--- config.mk ---
export PLATFORM = sky130hd
export DESIGN_NAME = led_fader
export DESIGN_NICKNAME = d
export VERILOG_FILES = /design/src/rtl/led_fader.sv
export SDC_FILE = /design/constraint.sdc
export NUM_CORES = 1
export LEC_CHECK = 0
export CORE_ASPECT_RATIO = 0.6
export CORE_MARGIN = 2
export CORE_UTILIZATION = 53
export CTS_CLUSTER_SIZE = 25
export DETAILED_ROUTE_END_ITERATION = 12
export PLACE_DENSITY = 0.74
export SYNTH_ARGS = -nofsm -noshare
export SYNTH_HDL_FRONTEND = slang
export SYNTH_SLANG_ARGS = --single-unit
--- constraint.sdc ---
create_clock -name sys_clk -period 4 [get_ports sys_clk]
set_input_delay 0.8 -clock sys_clk [delete_from_list [all_inputs] [get_ports sys_clk]]
set_output_delay 0.8 -clock sys_clk [all_outputs]
set_load 0.02 [all_outputs]
--- src/rtl/led_fader.sv ---
// led_fader: per-LED PWM driver with optional linear duty ramping.
//
// Each of the four LEDs has an 8-bit duty that either jumps straight to its
// target (fade_en=0) or walks toward it one count per prescaler tick
// (fade_en=1). A shared free-running 8-bit counter turns each duty into a
// 256-cycle PWM waveform.
//
// Per-LED ramp direction (decoded every cycle from registered duty vs. target):
//   state   | meaning
//   --------+------------------------------------------------------------
//   ST_IDLE | duty equals target; duty holds
//   ST_RISE | duty below target; +1 on each step_tick while fading
//   ST_FALL | duty above target; -1 on each step_tick while fading
//
// Because the direction is re-decoded from the live duty every cycle, a
// target change mid-ramp simply redirects the walk from wherever duty is.
// The walk also stops exactly on the target, so duty can never overshoot it
// or wrap past 0 or 255.
module led_fader #(
    parameter int CLK_FREQ = 50000000,
    parameter int STEP_DIV = CLK_FREQ / 25600
) (
    input  logic       sys_clk,
    input  logic       sys_rst_n,
    input  logic [3:0] led_in,
    input  logic [7:0] bright,
    input  logic       fade_en,
    output logic [3:0] led_pwm,
    output logic       busy
);

    typedef enum logic [1:0] {
        ST_IDLE = 2'd0,
        ST_RISE = 2'd1,
        ST_FALL = 2'd2
    } dir_t;

    // The prescaler wraps after this value. STEP_DIV may be as large as
    // 2^24, so the terminal count still fits in 24 bits.
    localparam logic [23:0] PRESC_LAST = 24'(STEP_DIV - 1);

    logic [3:0]      led_q,     led_d;
    logic [7:0]      pwm_cnt_q, pwm_cnt_d;
    logic [23:0]     presc_q,   presc_d;
    logic [3:0][7:0] duty_q,    duty_d;
    logic [3:0]      led_pwm_q, led_pwm_d;
    logic            busy_q,    busy_d;

    logic            step_tick;
    logic [3:0][7:0] target;
    dir_t            dir [4];

    // Timebase: free-running PWM counter and fade-step prescaler.
    always_comb begin
        pwm_cnt_d = pwm_cnt_q + 8'd1;
        step_tick = (presc_q == PRESC_LAST);
        presc_d   = presc_q + 24'd1;
        if (step_tick) begin
            presc_d = '0;
        end
    end

    // Target selection and per-LED direction decode.
    always_comb begin
        led_d  = led_in;
        target = '0;
        for (int i = 0; i < 4; i++) begin
            dir[i] = ST_IDLE;
        end
        for (int i = 0; i < 4; i++) begin
            target[i] = led_q[i] ? bright : 8'd0;
            if (duty_q[i] < target[i]) begin
                dir[i] = ST_RISE;
            end else if (duty_q[i] > target[i]) begin
                dir[i] = ST_FALL;
            end else begin
                dir[i] = ST_IDLE;
            end
        end
    end

    // Duty update, PWM compare and busy flag.
    always_comb begin
        duty_d    = duty_q;
        led_pwm_d = '0;
        busy_d    = 1'b0;
        for (int i = 0; i < 4; i++) begin
            led_pwm_d[i] = (pwm_cnt_q < duty_q[i]);
            if (dir[i] != ST_IDLE) begin
                busy_d = 1'b1;
            end
            if (!fade_en) begin
                // Immediate mode ignores the prescaler entirely.
                duty_d[i] = target[i];
            end else if (step_tick) begin
                case (dir[i])
                    ST_RISE: duty_d[i] = duty_q[i] + 8'd1;
                    ST_FALL: duty_d[i] = duty_q[i] - 8'd1;
                    default: duty_d[i] = duty_q[i];
                endcase
            end
        end
    end

    // State registers; reset discards any ramp in progress.
    always_ff @(posedge sys_clk or negedge sys_rst_n) begin
        if (!sys_rst_n) begin
            led_q     <= '0;
            pwm_cnt_q <= '0;
            presc_q   <= '0;
            duty_q    <= '0;
            led_pwm_q <= '0;
            busy_q    <= 1'b0;
        end else begin
            led_q     <= led_d;
            pwm_cnt_q <= pwm_cnt_d;
            presc_q   <= presc_d;
            duty_q    <= duty_d;
            led_pwm_q <= led_pwm_d;
            busy_q    <= busy_d;
        end
    end

    assign led_pwm = led_pwm_q;
    assign busy    = busy_q;

endmodule

## Word-level counts from Yosys, hierarchy flattened

Cells that the tools add are included.

| storage, ports and cells | value |
|---|---|
| bits in registers | 73 |
| latch bits | 0 |
| RAM bits | 0 |
| bits in read-only memories | 0 |
| output and inout bits | 5 |
| word-level logic and storage cells | 82 |
| memories kept | 0 |

| cells by class | value |
|---|---|
| add/subtract/negate cells | 10 |
| multiply operators | 0 |
| divide/modulo/power cells | 0 |
| magnitude comparators | 12 |
| equal/unequal tests | 14 |
| shift operators | 0 |
| muxes and demuxes | 29 |
| bitwise operators | 0 |
| reduce and logical (&&, ||, !) cells | 8 |

Operators with widths:

| kind | number |
|---|---|
| $mux W8 | 12 |
| $lt A8 B8 Y1 | 8 |
| $pmux W8 S2 | 4 |
| $add A8 B1 Y8 const B | 5 |
| $gt A8 B8 Y1 | 4 |
| $sub A8 B1 Y8 const B | 4 |
| $add A24 B1 Y24 const B | 1 |
| $eq A24 B11 Y1 const B | 1 |
| $mux W24 | 1 |
| $mux W2 | 8 |
| $ne A3 B1 Y1 const B | 4 |
| $eq A2 B1 Y1 const B | 4 |
| $eq A2 B2 Y1 const B | 4 |
| $reduce_and A2 Y1 | 4 |
| $reduce_bool A2 Y1 | 4 |
| $mux W1 | 4 |
| $ne A2 B1 Y1 const B | 1 |

## Longest topological paths before layout

Gate-level depths: netlist of the first run.

| logic depth | value |
|---|---|
| word-level depth | 9 |
| depth in mapped cells | 15 |

## Worst setup path before layout of the first run

OpenSTA, ideal clock, no wires.

| timing | value |
|---|---|
| kind | input port to flip-flop |
| start | input port bright[7] |
| end | register duty_q[7] (netlist bit) |
| arrival time | 3.727 ns |
| data required time | 3.918 ns |
| setup slack | 0.191 ns |
| cell stages on the path | 15 |
| buffers on the path | 1 |
| cell sequence | clkbuf_1 -> nand2_1 -> ha_1 -> nand2_1 -> o21a_1 -> or2_2 -> and2_1 -> inv_1 -> ha_1 -> a21oi_1 -> o211ai_1 -> o41ai_1 -> a21oi_1 -> or4_1 -> a31oi_1 |

| on the way | value |
|---|---|
| word-level cells in the longest chain between the ends | 8 |
| elaborated cells between the ends (all ways) | 12 |

Ends and longest elaborated chain:

| element | line | RTL |
|---|---|---|
| from (decl) | 26 | `input logic [7:0] bright,` |
| $mux W8 * | 71 | `target[i] = led_q[i] ? bright : 8'd0;` |
| $gt A8 B8 Y1 | 74 | `end else if (duty_q[i] > target[i]) begin` |
| $mux W2 | 74 |  |
| $mux W2 | 72 | `if (duty_q[i] < target[i]) begin` |
| $eq A2 B2 Y1 or $eq A2 B1 Y1 (tied branches) | 96 | `case (dir[i])` |
| $pmux W8 S2 | 96 |  |
| $mux W8 | 95 | `end else if (step_tick) begin` |
| $mux W8 | 92 | `if (!fade_en) begin` |
| to (signal assigned) | 118 | `duty_q <= duty_d;` |
| to (decl) | 45 | `logic [3:0][7:0] duty_q, duty_d;` |

Mark *: on every way between the ends. The rest lies on a longest branch, timed or not. The select of a mux whose other input is x is not followed.
A chain may end at the register's enable or synchronous reset.

## Final worst setup path of the first run

| timing | value |
|---|---|
| start | input port bright[7] |
| end | register duty_q[15] (netlist bit) |

The elaborated chain is that of the path after synthesis.

==> flow_metrics.tcl, run 1 <==
set metrics [dict create \
    yosysMostFrequentCell "ha_1" \
    hold_violations 0 \
    maxCapViolCount 0 \
    combinationalPowerShare_pct 37.0 \
    peakVddDrop_v 0.000228 \
    syn_area_per_cell_um2 8.61 \
    start_util_pct 54.9 \
    power.density_nw_per_um2 368 \
    grt_pass1_wl_um 27700 \
    cts_tree "yes" \
    slew_violations 0 \
    cts.clk_slew.worst_paths_ns 0.06 \
    ant_nets 0 \
    cts_hold_buf 0 \
    drt-wirelength-per-cell_um 18.3 \
    crit_fanout 5 \
    setup_violations 0 \
    cp-startpoint "bright[7]" \
    syn_area_um2 5860 \
    drive_gt1_share_pct 19.2 \
    max_freq_mhz 259 \
    area_growth_pct 24.9 \
    yosys_warnings 0 \
    outcome "completed" \
    dr.first_iter.drc_count 554 \
    dr.pass1.iters 5 \
    synth_edf_count 0 \
    hold_path.class "flop to flop" \
    utilization_pct 68.6 \
    finalClockSkew_ns 0.0114 \
    critPathLaunchType "input pin" \
    synth_seq_cells 73 \
    p_leak_nw 3.47 \
    drt_wl_total_um 16800 \
    cts_buffers 9 \
    internal-power_mw 1.82 \
    fin_crit_sh_pct 96.6 \
    cts_sinks 73 \
    pin_count 20 \
    grt.overflow.total 0 \
    grt_pass1_vias 5689 \
    port_buffers 19 \
    htree_num_levels 3 \
    switching_share_pct 32.5 \
    die-area_um2 11900 \
    worstSetupPathType "input pin to flop" \
    synth.distinct_cells 40 \
    grt_max_degree 74 \
    finalNetCount 881 \
    diodes 0 \
    synth_top_cells_by_count "87 x ha_1, 73 x dfrtp_1, 71 x nand2_1" \
    synth-main-ff-cell "dfrtp_1" \
    vias 5578 \
    min_period_ns 3.86 \
    synth_nets 786 \
    cts_buffer_depth 2 \
    cts_root_buf "clkbuf_16" \
    synth_top_area_share_pct 31.2 \
    fp-row-count 29 \
    required_ns 4.27 \
    relSlewSlack_pct 33.2 \
    fin_area_um2 7310 \
    via_per_inst 6.07 \
    worst_setup_path_end_kind "flop" \
    r2r-start "led_q[3]" \
    p_switching_uw 877 \
    clkPwrFrac_pct 32.0 \
    worst_pin_slew_ns 1.00 \
    antenna_found_initial 0 \
    critPathArrivalTime_ns 4.13 \
    async_reset_ff_share_pct 100 \
    core_area_um2 10700 \
    clk_latency_ns 0.35 \
    placed_area_um2 6680 \
    min-delay-start "presc_q[23]" \
    die_height_um 85.4 \
    dieWidth_um 140 \
    place_congestion 0.957 \
    drc_errors 0 \
    hpwl_um 11800 \
    synth_cells 680 \
    power_frac_seq_pct 31.0 \
    yosysTopAreaCell "dfrtp_1" \
    synth_area_leaders "dfrtp_1 31%, ha_1 19%, a21oi_1 5.2%" \
    ys_seq_area_share_pct 31.2 \
    track_usage_pct 28.9 \
]
## layer usage
| layer | GRT usage, % | vias up | part of all wire (%) |
|---|---|---|---|
| met4 | 9.18 | 0 | 2.3 |
| met2 | 45.2 | 208 | 45 |
| met1 | 40.2 | 2698 | 46 |
| met5 | 0 | - | 0 |
| met3 | 6.43 | 45 | 7.5 |
| li1 | - | 2627 | - |
## placed cells by master, fill, tap and decap left out, drive strengths merged, types with 6 or more instances in the layout
cell and count:
nand4 17, nand2b 10, a31oi 28, dlygate4sd2 6
dfrtp 73, o211ai 8, xnor2 26, nand2 71
nor2 42, nor2b 12, a211oi 8, o21bai 6
clkbuf 13, nor4 7, nor3 9, a21o 14
buf 91, o21ai 15, a21oi 61, and2 10
clkdlybuf4s50 9, or4 6, or2 9, xor2 11
and3 7, or3 7, nand3 23, inv 54
ha 87
## registers in the layout, indices dropped and copies added (netlist names)
signal and flops:
busy 1, led_q 4, duty_q 32, led_pwm 4, pwm_cnt_q 8, presc_q 24
## per-stage QoR
step / hold slack (ns) / TNS, ns / power, mW / cells / setup WS, ns
floorplan: 0.443 / 0 / 1.34 / 680 / 0.191
global placement: 0.455 / -3.70 / 1.64 / 890 / -0.578
detailed placement: 0.476 / -5.51 / 1.68 / 890 / -0.718
CTS: 0.486 / 0 / 2.57 / 910 / 0.00307
global route: 0.518 / -0.0659 / 2.85 / 919 / -0.0659
finish: 0.489 / 0 / 2.69 / 919 / 0.137
## critical path, cell delays in order
cell           delay (ns)
dlygate4sd2_1        0.30
buf_4                0.16
nand2_1              0.06
ha_1                 0.33
nand4_1              0.14
nand2b_1             0.19
a21o_1               0.17
and2_4               0.15
inv_4                0.12
ha_4                 0.22
a21oi_2              0.14
o211ai_1             0.15
o41ai_2              0.44
a21oi_2              0.08
or4_1                0.49
a31oi_1              0.18
## cells by family (layout without fill, tap and decap cells)
group,after synthesis,after routing,share of synthesized area [%]
AO/OA/AOI/OAI,162,162,17.3
buffers and inverters,78,178,5.30
adder cells (fa/ha/maj),91,91,20.0
flip-flops,73,73,31.2
XOR/XNOR,37,37,5.53
AND/OR/NAND/NOR,239,239,20.7
## power groups by stage
stage          registers [mW]  clock network, mW  logic, mW
3_3_place_gp            0.839                  0      0.796
5_1_grt                 0.840              0.902       1.10
6_report                0.836              0.861      0.998
2_1_floorplan           0.823                  0      0.515
4_1_cts                 0.827              0.869      0.877
3_5_place_dp            0.840                  0      0.840
## timing repair
| action | 4_1_cts | 5_1_grt |
|---|---|---|
| buffers inserted | 4 | 9 |
| gates resized for setup | 21 | 33 |
| endpoints found under the setup margin | 10 | 8 |
| pin swaps | 8 | 34 |
## path summary, 6_finish.rpt
check                               to  slack [ns]  depth (start not counted)
max                         duty_q[15]        0.14                         16
min                        presc_q[23]        0.49                          1
max reg2reg                 duty_q[31]        0.33                         14
min reg2reg                presc_q[23]        0.49                          1
max in group asynchronous  presc_q[18]        2.72                          1
min in group asynchronous   led_pwm[0]        0.59                          1
## layout make-up
type,count,area (um^2)
Clock buffer,12,267
Clock inverter,4,50.0
Fill cell,795,3350
Inverter,54,208
Multi-Input combinational cell,529,3930
Sequential cell,73,1830
Tap cell,139,174
Timing Repair Buffer,108,865
(Power assumes the default switching activity.)
==> run 2, diff against run 1 <==
--- a/config.mk
+++ b/config.mk
@@ -5,12 +5,13 @@
 export SDC_FILE = /design/constraint.sdc
 export NUM_CORES = 1
 export LEC_CHECK = 0
+export ABC_AREA = 1
 export CORE_ASPECT_RATIO = 0.6
 export CORE_MARGIN = 2
 export CORE_UTILIZATION = 53
 export CTS_CLUSTER_SIZE = 25
 export DETAILED_ROUTE_END_ITERATION = 12
-export PLACE_DENSITY = 0.74
+export PLACE_DENSITY = 0.73
 export SYNTH_ARGS = -nofsm -noshare
 export SYNTH_HDL_FRONTEND = slang
 export SYNTH_SLANG_ARGS = --single-unit
==> run 2 against run 1 <==
Effect of this change: clock skew shrank 0.0047 ns; total power is 97% higher; worst setup slack better by 0.17 ns; utilization is 6.5 points lower; maximum frequency rose by 4.5%; critical path depth increased by 2; sequential cell count stayed put; final cell count grew 16%; area after synthesis grew 8.8%; clock power rose by 14%; first-iteration DRC count shrank 8.8%; die area up 8.5%; largest cell class unchanged; highest routed layer unchanged.
==> flow_metrics.tcl, run 2 <==
set metrics [dict create \
    outcome "completed" \
    fin_tns_setup_ns 0 \
    dr.first_iter.drc_count 505 \
    drt_wl_total_um 16200 \
    multi_input_area_um2 3940 \
    synth_xor_area_share_pct 3.85 \
    finalPower_mw 5.31 \
    slew_violations 0 \
    hold_ws_ns 0.516 \
    synth_cells 873 \
    synth-main-ff-cell "dfrtp_1" \
    ys_seq_area_share_pct 28.7 \
    synth_top_cells_by_count "212 x nand2_1, 128 x inv_1, 87 x ha_1" \
    hpwl_um 12300 \
    critPathTopFamily "simple AND/OR/NAND/NOR gates" \
    diodes 0 \
    layout_setup_ws_ns 0.303 \
    top_regs "duty_q x32, presc_q x24, pwm_cnt_q x8" \
    slowest_stage "clkdlybuf4s50_1" \
    post_cts_buffers 0 \
    regMostFlops "duty_q" \
    placed_area_um2 6780 \
    dp.cells 1052 \
    cts_root_buf "clkbuf_16" \
    crit_fanout 6 \
    cts_tree "yes" \
    preCtsSetupSlack_ns -0.0333 \
    port_buffers 19 \
    layout.cells.non_filler 1068 \
    finalNetCount 1009 \
    synth-compound-area-share_pct 10.9 \
    finalClockSkew_ns 0.00675 \
    syn_area_um2 6370 \
    ant_nets 0 \
    synthAdderAreaFrac_pct 18.3 \
    synth_top_area_share_pct 28.7 \
    p_leak_nw 3.69 \
    die-area_um2 12900 \
    synth_top_family_by_area "simple AND/OR/NAND/NOR gates" \
    antenna_found_initial 0 \
    grt.overflow.total 0 \
    power.density_nw_per_um2 742 \
    grt_pass1_wl_um 26600 \
    final_common_cell "nand2_1" \
    core_area_um2 11500 \
    syn_area_per_cell_um2 7.30 \
    place_congestion 0.937 \
    yosys_warnings 0 \
    rsz0062_at_grt "no" \
    clk_latency_ns 0.34 \
    track_usage_pct 26.3 \
    utilization_pct 62.1 \
    cts.clk_slew.worst_paths_ns 0.06 \
    max_freq_mhz 270 \
    pin_count 20 \
    area_growth_pct 12.2 \
    register_area_um2 1830 \
    largest_register_ffs 32 \
    slowest_delay_ns 0.69 \
    worstSetupPathType "input pin to flop" \
    yosys.area_share.simple_pct 28.7 \
    cp_common_cell "nand2_1" \
    synth_seq_cells 73 \
    hold_violations 0 \
    worst_pin_slew_ns 0.968 \
    htree_num_levels 3 \
    async_reset_ff_share_pct 100 \
    muxShareOfSynthArea_pct 0 \
    critPathLaunchType "input pin" \
    worst_setup_path_end_kind "flop" \
    nFillCells 1065 \
    required_ns 4.22 \
    hold_path.class "flop to flop" \
    min_period_ns 3.70 \
    cts_buffer_depth 2 \
    yosysTopAreaCell "dfrtp_1" \
    synth_edf_count 0 \
    dieWidth_um 146 \
    fp-row-count 30 \
    drive_gt1_share_pct 7.38 \
    final_cell_mix "212 x nand2_1, 128 x inv_1, 87 x ha_1" \
    cts_sinks 73 \
    synth_area_leaders "dfrtp_1 29%, ha_1 17%, nand2_1 12%" \
    synth_nets 979 \
    drc_errors 0 \
    crit_chain "clkdlybuf4s50_1, nand2_1, ha_1, nand2_1, nor2_1, nand4_1, nand2_2, inv_1, ha_1, inv_1, o21ai_0, nand2_1, nand3_1, or2_2, nand3_1, o21ai_0, nand2_1, o21ai_0" \
    fin_crit_sh_pct 92.4 \
    path_buf_inv 3 \
    relSlewSlack_pct 35.5 \
    critPathArrivalTime_ns 3.92 \
    via_per_inst 5.39 \
    dr.pass1.iters 5 \
    start_util_pct 55.3 \
    cts_buffers 9 \
    maxCapViolCount 0 \
    grt_max_degree 74 \
    drt-wirelength-per-cell_um 15.1 \
    grt_pass1_vias 5326 \
    synth.distinct_cells 39 \
    yosysMostFrequentCell "nand2_1" \
    peakVddDrop_v 0.000418 \
    setup_violations 0 \
    vias 5759 \
    die_height_um 89.0 \
    fin_area_um2 7150 \
]
## run 2: what timing repair did
action                     CTS  global route
setup endpoints to repair    0             1
hold buffers                 0             0
resized for setup            0             2
## run 2: area by class of cell
type,count,area share (%)
Tap cell,160,2.80
Sequential cell,73,25.5
Timing Repair Buffer,31,4.06
Clock buffer,12,3.73
Clock inverter,4,1.36
Inverter,137,7.37
Multi-Input combinational cell,651,55.1
## run 2: cells by family (layout without fill, tap and decap cells)
kind of cell	Yosys count	after routing
DFF	73	73
buffers and inverters	149	184
xor gates and xnor gates	28	28
and+or+nand+nor	407	407
adders and majority gates	91	91
AOI/OAI and AO/OA	125	125
## run 2: worst paths after layout
path | slack [ns] | cells after the start | from | to
worst max-delay path | 0.30 | 18 | bright[4] | duty_q[6]
worst min-delay path | 0.52 | 2 | presc_q[23] | presc_q[23]
worst max register to register | 0.79 | 18 | led_q[0] | duty_q[6]
worst min register to register | 0.52 | 2 | presc_q[23] | presc_q[23]
max in group asynchronous | 2.76 | 1 | sys_rst_n | presc_q[6]
min in group asynchronous | 0.63 | 1 | sys_rst_n | duty_q[10]
## run 2: power breakdown
group | internal, mW | switching, mW | total [mW]
registers | 0.905 | 0.178 | 1.08
clock network | 0.661 | 0.319 | 0.980
logic | 1.31 | 1.94 | 3.25
total | 2.88 | 2.43 | 5.31
## run 2: worst min-delay path, cell delays in order, from the launching register on
cell and delay, ns:
dfrtp_1 0.36, xor2_1 0.07, inv_1 0.05
## run 2: per-layer routing
layer | global-route usage (%) | wire, um
met1 | 41.0 | 8660
met2 | 36.5 | 5940
met3 | 6.17 | 1350
met4 | 6.06 | 194
met5 | 0 | 0
==> run 3, diff against run 2 <==
--- a/config.mk
+++ b/config.mk
@@ -7,10 +7,12 @@
 export LEC_CHECK = 0
 export ABC_AREA = 1
 export CORE_ASPECT_RATIO = 0.6
-export CORE_MARGIN = 2
+export CORE_MARGIN = 5
 export CORE_UTILIZATION = 53
+export CTS_CLUSTER_DIAMETER = 80
 export CTS_CLUSTER_SIZE = 25
 export DETAILED_ROUTE_END_ITERATION = 12
+export MAX_ROUTING_LAYER = met4
 export PLACE_DENSITY = 0.73
 export SYNTH_ARGS = -nofsm -noshare
 export SYNTH_HDL_FRONTEND = slang
==> run 3 against run 2 <==
Effect of this change: clock power is 23% lower; utilization is 2.7 points lower; non-clock buffer count stayed put; combinational power hardly changed; hold slack worse by 0.010 ns; highest routed layer unchanged.
==> flow_metrics.tcl, run 3 (synthesis gave the netlist of run 2 again) <==
set metrics [dict create \
    outcome "completed" \
    grt.overflow.total 0 \
    rsz0062_at_grt "no" \
    worstSetupEndpoint "duty_q[14]" \
    grt_pass1_wl_um 27000 \
    pin_count 20 \
    cts_buffer_depth 2 \
    antenna_found_initial 0 \
    worstSetupPathType "input pin to flop" \
    final_common_cell "nand2_1" \
    vias 5825 \
    port_buffers 19 \
    power.density_nw_per_um2 720 \
    grt_max_degree 74 \
    setup_violations 0 \
    dr.first_iter.drc_count 582 \
    regMostFlops "duty_q" \
    clk_latency_ns 0.34 \
    diodes 0 \
    area_growth_pct 10.8 \
    drt-wirelength-per-cell_um 15.2 \
    grt_pass1_vias 5338 \
    critPathArrivalTime_ns 3.90 \
    cp-startpoint "bright[5]" \
    largest_register_ffs 32 \
    htree_num_levels 3 \
    cts_tree "yes" \
    finalNetCount 1009 \
    critPathLaunchType "input pin" \
    die_height_um 95.0 \
    die-area_um2 14400 \
    cts_resized 0 \
    r2r_cells 20 \
    cts_root_buf "clkbuf_16" \
    layout_setup_ws_ns 0.321 \
    place_congestion 0.996 \
    max_freq_mhz 272 \
    hold_path.class "flop to flop" \
    utilization_pct 59.3 \
    fin_crit_sh_pct 92.0 \
    peakVddDrop_v 0.000444 \
    drt_wl_total_um 16300 \
    track_usage_pct 24.7 \
    cts_sinks 73 \
    hold_violations 0 \
    r2r_end "duty_q[6]" \
    finalClockSkew_ns 0.00670 \
    worst_setup_path_end_kind "flop" \
    dieWidth_um 152 \
    drive_gt1_share_pct 7.16 \
    via_per_inst 5.43 \
    r2r-start "led_q[0]" \
    crit_fanout 6 \
    p_leak_nw 3.63 \
    relSlewSlack_pct 35.7 \
    fp-row-count 31 \
    r2r_setup_slack_ns 0.88 \
    drc_errors 0 \
    dr.pass1.iters 5 \
    min_period_ns 3.68 \
    maxCapViolCount 0 \
    core_area_um2 11900 \
    worst_pin_slew_ns 0.965 \
    cts_buffers 9 \
    top_regs "duty_q x32, presc_q x24, pwm_cnt_q x8" \
    preCtsSetupSlack_ns 0.0326 \
    ant_nets 0 \
    fin_tns_setup_ns 0 \
    hpwl_um 12400 \
    final_cell_mix "212 x nand2_1, 128 x inv_1, 87 x ha_1" \
    start_util_pct 53.5 \
    required_ns 4.22 \
    post_cts_buffers 0 \
    slew_violations 0 \
    cts.clk_slew.worst_paths_ns 0.06 \
    cts_hold_buf 0 \
]
run 3: changes by cell type in the layout (fill, tap and decap cells not counted), sizes merged:
cell,delta
bufinv,-3
clkinvlp,-1
dlymetal6s2s,-2
clkbuf,+1
clkinv,+3
clkdlybuf4s50,+2
run 3: layout make-up:
class / count / area [um^2]
clock inverters: 3 / 15.0
multi-input cells: 651 / 3940
fillers: 1133 / 4840
inverters: 137 / 527
flip-flops and latches: 73 / 1830
clock buffers: 13 / 260
repair buffers: 31 / 285
well taps: 165 / 206
run 3: how the worst min path moves through the flow:
stage            startpoint      endpoint  slack (ns)  depth (start not counted)
2_1_floorplan  pwm_cnt_q[0]  pwm_cnt_q[0]        0.46                          1
3_3_place_gp    presc_q[23]   presc_q[23]        0.49                          2
3_5_place_dp    presc_q[23]   presc_q[23]        0.49                          2
4_1_cts         presc_q[23]   presc_q[23]        0.51                          2
5_1_grt         presc_q[23]   presc_q[23]        0.54                          2
6_report        presc_q[23]   presc_q[23]        0.51                          2
run 3: through the flow:
step / instances / power (mW) / cell area, um^2 / hold WS (ns)
6_report: 1073 / 5.08 / 7060 / 0.506
5_1_grt: 1073 / 5.68 / 7060 / 0.542
4_1_cts: 1073 / 5.06 / 7060 / 0.506
3_5_place_dp: 1057 / 4.28 / 6790 / 0.493
3_3_place_gp: 1057 / 4.24 / 6790 / 0.488
2_1_floorplan: 873 / 3.49 / 6370 / 0.465
run 3: metal layers:
metal  up-vias  part of all wire, %  GRT usage, %
met3        28                  9.6          6.24
li1       2948                    -             -
met4         0                  1.6          6.58
met5         -                    0             -
met1      2635                   52          38.2
met2       214                   37          31.1
run 3: worst max-delay path: stages:
cell             delay, ns
clkdlybuf4s50_1       0.67
nand2_1               0.17
ha_1                  0.32
a21oi_1               0.16
nor2_1                0.05
nor2_1                0.12
nand2_1               0.13
nand2_2               0.09
inv_1                 0.11
ha_1                  0.35
inv_1                 0.09
o21ai_0               0.11
nand2_1               0.08
nand3_1               0.07
or2_2                 0.27
nand3_1               0.06
o21ai_0               0.09
nand2_1               0.08
o21ai_0               0.08
run 3: power breakdown:
group	switching [mW]	internal, mW
clock	0.303	0.451
sequential	0.197	0.905
combinational	1.93	1.30
total	2.43	2.66
